File: config.mk
export PLATFORM = sky130hd
export DESIGN_NAME = imuldiv_muldiv_issue_ctrl
export DESIGN_NICKNAME = d
export VERILOG_FILES = /design/src/rtl/imuldiv_muldiv_issue_ctrl.sv
export SDC_FILE = /design/constraint.sdc
export NUM_CORES = 1
export LEC_CHECK = 0
export BUFFER_PORTS_ARGS = -buffer_cell sky130_fd_sc_hd__buf_2
export CAP_MARGIN = 20
export CORE_AREA = 3 3 98 100
export DETAILED_ROUTE_END_ITERATION = 10
export DIE_AREA = 0 0 101 103
export GPL_ROUTABILITY_DRIVEN = 0
export HOLD_SLACK_MARGIN = 0.12
export PLACE_DENSITY_LB_ADDON = 0.25
export SYNTH_ARGS = -nofsm -noshare
export SYNTH_HDL_FRONTEND = slang
export SYNTH_SLANG_ARGS = --single-unit
File: constraint.sdc
create_clock -name clk -period 4.78 [get_ports clk]
set_clock_uncertainty 0.1 [all_clocks]
set_input_delay 1.195 -clock clk [delete_from_list [all_inputs] [get_ports clk]]
set_output_delay 1.195 -clock clk [all_outputs]
set_load 0.005 [all_outputs]
File: src/rtl/imuldiv_muldiv_issue_ctrl.sv
// Issue controller for the muldiv unit: forwards commands, tracks destination tags
// in an in-order FIFO and turns each response into one registered writeback beat.
module imuldiv_muldiv_issue_ctrl #(
  parameter int unsigned DEPTH = 2,
  parameter int unsigned CNT_W = 2
) (
  input  logic             clk,
  input  logic             reset,
  input  logic             cmd_val,
  output logic             cmd_rdy,
  input  logic [2:0]       cmd_fn,
  input  logic [31:0]      cmd_a,
  input  logic [31:0]      cmd_b,
  input  logic [4:0]       cmd_dest,
  input  logic             cmd_sel_hi,
  output logic [2:0]       muldivreq_msg_fn,
  output logic [31:0]      muldivreq_msg_a,
  output logic [31:0]      muldivreq_msg_b,
  output logic             muldivreq_val,
  input  logic             muldivreq_rdy,
  input  logic [63:0]      muldivresp_msg_result,
  input  logic             muldivresp_val,
  output logic             muldivresp_rdy,
  output logic             wb_val,
  input  logic             wb_rdy,
  output logic [4:0]       wb_dest,
  output logic [31:0]      wb_data,
  output logic [CNT_W-1:0] outstanding,
  output logic             err
);

  localparam int unsigned PTR_W = (DEPTH > 1) ? $clog2(DEPTH) : 1;

  typedef struct packed {
    logic [4:0] dest;
    logic       sel_hi;
  } tag_t;

  tag_t              fifo_q [DEPTH];
  logic [PTR_W-1:0]  wptr_q, wptr_d;
  logic [PTR_W-1:0]  rptr_q, rptr_d;
  logic [CNT_W-1:0]  cnt_q, cnt_d;
  logic              wb_val_q, wb_val_d;
  logic [4:0]        wb_dest_q, wb_dest_d;
  logic [31:0]       wb_data_q, wb_data_d;
  logic              err_q, err_d;

  logic full, empty, push, resp_fire, pop;
  tag_t head, new_tag;

  function automatic logic [PTR_W-1:0] ptr_inc(input logic [PTR_W-1:0] p);
    return (p == PTR_W'(DEPTH - 1)) ? '0 : p + 1'b1;
  endfunction

  // Full/empty come from the registered count so no ready depends on a same-cycle response.
  assign full  = (cnt_q == CNT_W'(DEPTH));
  assign empty = (cnt_q == '0);

  assign muldivreq_msg_fn = cmd_fn;
  assign muldivreq_msg_a  = cmd_a;
  assign muldivreq_msg_b  = cmd_b;
  assign muldivreq_val    = cmd_val & ~full;
  assign cmd_rdy          = muldivreq_rdy & ~full;
  assign push             = cmd_val & cmd_rdy;

  assign muldivresp_rdy = ~wb_val_q | wb_rdy;
  assign resp_fire      = muldivresp_val & muldivresp_rdy;
  assign pop            = resp_fire & ~empty;

  assign head    = fifo_q[rptr_q];
  assign new_tag = '{dest: cmd_dest, sel_hi: cmd_sel_hi};

  always_comb begin
    wptr_d    = wptr_q;
    rptr_d    = rptr_q;
    cnt_d     = cnt_q;
    wb_val_d  = wb_val_q;
    wb_dest_d = wb_dest_q;
    wb_data_d = wb_data_q;
    err_d     = err_q;

    if (push) wptr_d = ptr_inc(wptr_q);
    if (pop)  rptr_d = ptr_inc(rptr_q);

    case ({push, pop})
      2'b10:   cnt_d = cnt_q + 1'b1;
      2'b01:   cnt_d = cnt_q - 1'b1;
      default: cnt_d = cnt_q;
    endcase

    if (resp_fire && empty) err_d = 1'b1;

    // A new response reloads the beat even while the old one is being consumed.
    if (pop) begin
      wb_val_d  = 1'b1;
      wb_dest_d = head.dest;
      wb_data_d = head.sel_hi ? muldivresp_msg_result[63:32] : muldivresp_msg_result[31:0];
    end else if (wb_val_q && wb_rdy) begin
      wb_val_d = 1'b0;
    end
  end

  always_ff @(posedge clk) begin
    if (!reset) begin
      wptr_q    <= '0;
      rptr_q    <= '0;
      cnt_q     <= '0;
      wb_val_q  <= 1'b0;
      wb_dest_q <= '0;
      wb_data_q <= '0;
      err_q     <= 1'b0;
    end else begin
      wptr_q    <= wptr_d;
      rptr_q    <= rptr_d;
      cnt_q     <= cnt_d;
      wb_val_q  <= wb_val_d;
      wb_dest_q <= wb_dest_d;
      wb_data_q <= wb_data_d;
      err_q     <= err_d;
    end
  end

  always_ff @(posedge clk) begin
    if (push) fifo_q[wptr_q] <= new_tag;
  end

  assign wb_val      = wb_val_q;
  assign wb_dest     = wb_dest_q;
  assign wb_data     = wb_data_q;
  assign outstanding = cnt_q;
  assign err         = err_q;

endmodule

==> results.py <==
metrics = {
    "clocking": {
        "cts_max_level": 2,
        "cts_max_path_buffers": 2,
        "numCtsBuffers": 5,
        "clkSinkCount": 56,
        "postCtsSetupBuffers": 0,
        "clk_latency_ps": 310,
        "cts_tree": "yes",
        "cts_resized": 0,
        "clk_pin_slew_worst_paths_ps": 110,
        "cts_hold_buf": 0,
        "cts_root_buffer": "clkbuf_8",
    },
    "place": {
        "portBuffers": 119,
        "dp_hpwl_mm": 5.56,
    },
    "synth": {
        "ys_seq_area_share_pct": 40.1,
        "synth_top_cell_by_area": "dfxtp_1",
        "synth_top_area_share_pct": 28.5,
        "synth_seq_cells": 56,
        "synth_fa_ha_area_share_pct": 0.404,
        "synth_cell_type_count": 36,
        "yosysWarnings": 0,
        "syn_area_per_cell_um2": 9.50,
        "dominantRegCellSynth": "dfxtp_1",
        "synth_xor_area_share_pct": 0.566,
        "async_reset_ff_share_pct": 0,
        "synth_area_leaders": "dfxtp_1, buf_4, edfxtp_1, a311oi_2, nand2_1",
        "synth_top_family_by_area": "buffers and inverters",
        "synthMuxAreaShare_pct": 2.83,
        "synth-simple-area-share_pct": 10.5,
        "synthesis.instances": 326,
        "synthesis.area_um2": 3100,
        "synth_compound_area_share_pct": 22.8,
        "synth_nets": 470,
        "synth_edf_count": 12,
    },
    "cells_and_area": {
        "final_nets": 506,
        "fin_util_pct": 37.3,
        "n_antenna_cell": 0,
        "area_growth_pct": 5.50,
        "num-fill-cells": 913,
        "drive_above_1_share_pct": 42.1,
    },
    "timing": {
        "slew_viol_final": 0,
        "whs_ps": 405,
        "setup_viol": 0,
        "max-slew-margin-rel_pct": 34.0,
        "hold_viol_final": 0,
        "rsz0062_at_grt": "no",
        "fmax_mhz": 322,
        "tightestPinTransition_ps": 970,
        "tns_ps": 0,
        "min_period_ps": 3100,
        "min_period_over_period_pct": 64.9,
    },
    "critical_path": {
        "worstSetupStartpointType": "input port",
        "critical_path_class": "input port to output port",
        "cpPeakStageDelay_ps": 250,
        "crit_fanout": 5,
        "endpoint_kind": "output port",
        "required_ps": 3480,
        "cp.arrival_ps": 1810,
        "cp_slowest_cell": "nor2b_2",
        "crit_top_cell": "buf_2",
        "crit_chain": "buf_2 > nor2b_2 > inv_1 > buf_2",
    },
    "die": {
        "coreArea_um2": 8760,
        "die_y_um": 103,
        "start_util_pct": 35.3,
        "fp-row-count": 34,
        "io_pins": 254,
        "die_width_um": 101,
        "die_area_um2": 10400,
    },
    "power": {
        "p_int_w": 0.00102,
        "p_total_w": 0.00168,
        "sequentialPowerShare_pct": 41.4,
        "power.share.clock_pct": 15.9,
        "p_sw_w": 0.000652,
        "powerDensity_nw_per_um2": 513,
        "share_comb_of_total_power_pct": 42.7,
        "p_leak_nw": 1.36,
        "ir_worst_vdd_mv": 0.193,
        "switching_share_pct": 38.9,
    },
    "route": {
        "routed-via-count": 2482,
        "drc": 0,
        "avgRoutedWirePerCell_um": 17.2,
        "routed_wl_mm": 8.11,
        "drtPass1Iterations": 4,
        "ant_nets": 0,
        "drt_iter0_drc": 107,
        "via_per_inst": 5.27,
    },
    "global_routing": {
        "grtUsageTotal_pct": 14.8,
        "grt-ovfl-total": 0,
        "grt_pass1_vias": 2384,
        "grt_max_degree": 40,
        "antenna_found_initial": 0,
        "grt_pass1_wl_mm": 12.3,
    },
    "run": {
        "max_cap_violations": 0,
    },
    "worst_hold_path": {
        "hp-class": "flop to flop",
    },
    "run_status": {
        "status": "completed",
    },
}
through the flow:
stage / std cells / setup slack [ps] / area, µm²
2_1_floorplan: 326 / 1880 / 3100
3_3_place_gp: 463 / 1620 / 3180
3_5_place_dp: 463 / 1620 / 3180
4_1_cts: 471 / 1670 / 3270
5_1_grt: 471 / 1630 / 3270
6_report: 471 / 1680 / 3270
worst max-delay path: cells and delay by family:
family | cells | cell delay [ps]
simple gates | 1 | 250
buf+inv | 3 | 360
area by class of cell:
class / count / area [µm²] / area share (%)
inverter: 5 / 18.8 / 0.575
clock inverter: 3 / 21.3 / 0.651
clock buffer: 5 / 68.8 / 2.11
multi-input combinational: 171 / 1150 / 35.4
timing repair buffer: 123 / 626 / 19.2
tap: 108 / 135 / 4.14
sequential: 56 / 1240 / 38.0
cell usage in the layout (no fill, tap or decap), drive strengths merged:
cell      count
or4           1
o31ai         1
o21ai         1
inv           5
nand2b        1
nand3         1
nor2b         1
edfxtp       12
clkinv        2
nor2          4
clkinvlp      1
nand4         1
mux2          1
a31o          1
or3           1
or2           1
xnor2         1
dfxtp        44
ha            1
buf         123
and2          2
xor2          1
a211oi        5
nor3          1
mux2i         6
a311oi       32
o21a          1
a31oi        38
clkbuf        5
nand2        64
a21oi         4
cell families (layout without fill, tap and decap cells):
kind of cell             Yosys count  in the layout
XOR/XNOR                           2              2
flip-flops                        56             56
multiplexers                       7              7
buffers and inverters             99            136
AND/OR/NAND/NOR                   78             78
AO/OA/AOI/OAI                     83             83
adder cells (fa/ha/maj)            1              1
worst paths after layout:
path,start,to,slack (ps),depth (start not counted)
max,wb_rdy,muldivresp_rdy,1680,4
min,rptr_q,rptr_q,410,2
max reg2reg,flop,wb_data[3],2580,3
min reg2reg,rptr_q,rptr_q,410,2
layer usage:
metal	wire [µm]	GRT usage, %	vias to the layer above
li1	-	-	1176
met1	3500	19.2	1165
met2	3750	23.7	117
met3	696	3.99	24
met4	165	5.11	0
met5	0	0	-
synth_stat cells, types with 2 or more instances:
master    count
a21oi_1       4
and2_1        2
mux2i_1       5
nand2_1      64
buf_4        76
a311oi_1     16
dfxtp_1      44
a311oi_2     16
a211oi_1      5
a31oi_1      38
nor2_1        3
clkbuf_1      8
buf_6         6
inv_1         4
edfxtp_1     12
buf_2         3
registers in the layout (all words and copies together) (netlist names), named ones only:
register	count
wb_data	32
fifo_q	12
wb_dest	5
outstanding	2
err	1
rptr_q	1
wb_val	1
wptr_q	1
power by group through the flow:
stage          logic (W)  clock network [W]  registers (W)
2_1_floorplan   0.000571                  0       0.000693
6_report        0.000715           0.000266       0.000694
3_5_place_dp    0.000718                  0       0.000705
3_3_place_gp    0.000713                  0       0.000704
4_1_cts         0.000720           0.000279       0.000696
5_1_grt         0.000795           0.000295       0.000708
No activity file was read; power rests on OpenSTA's default activity.
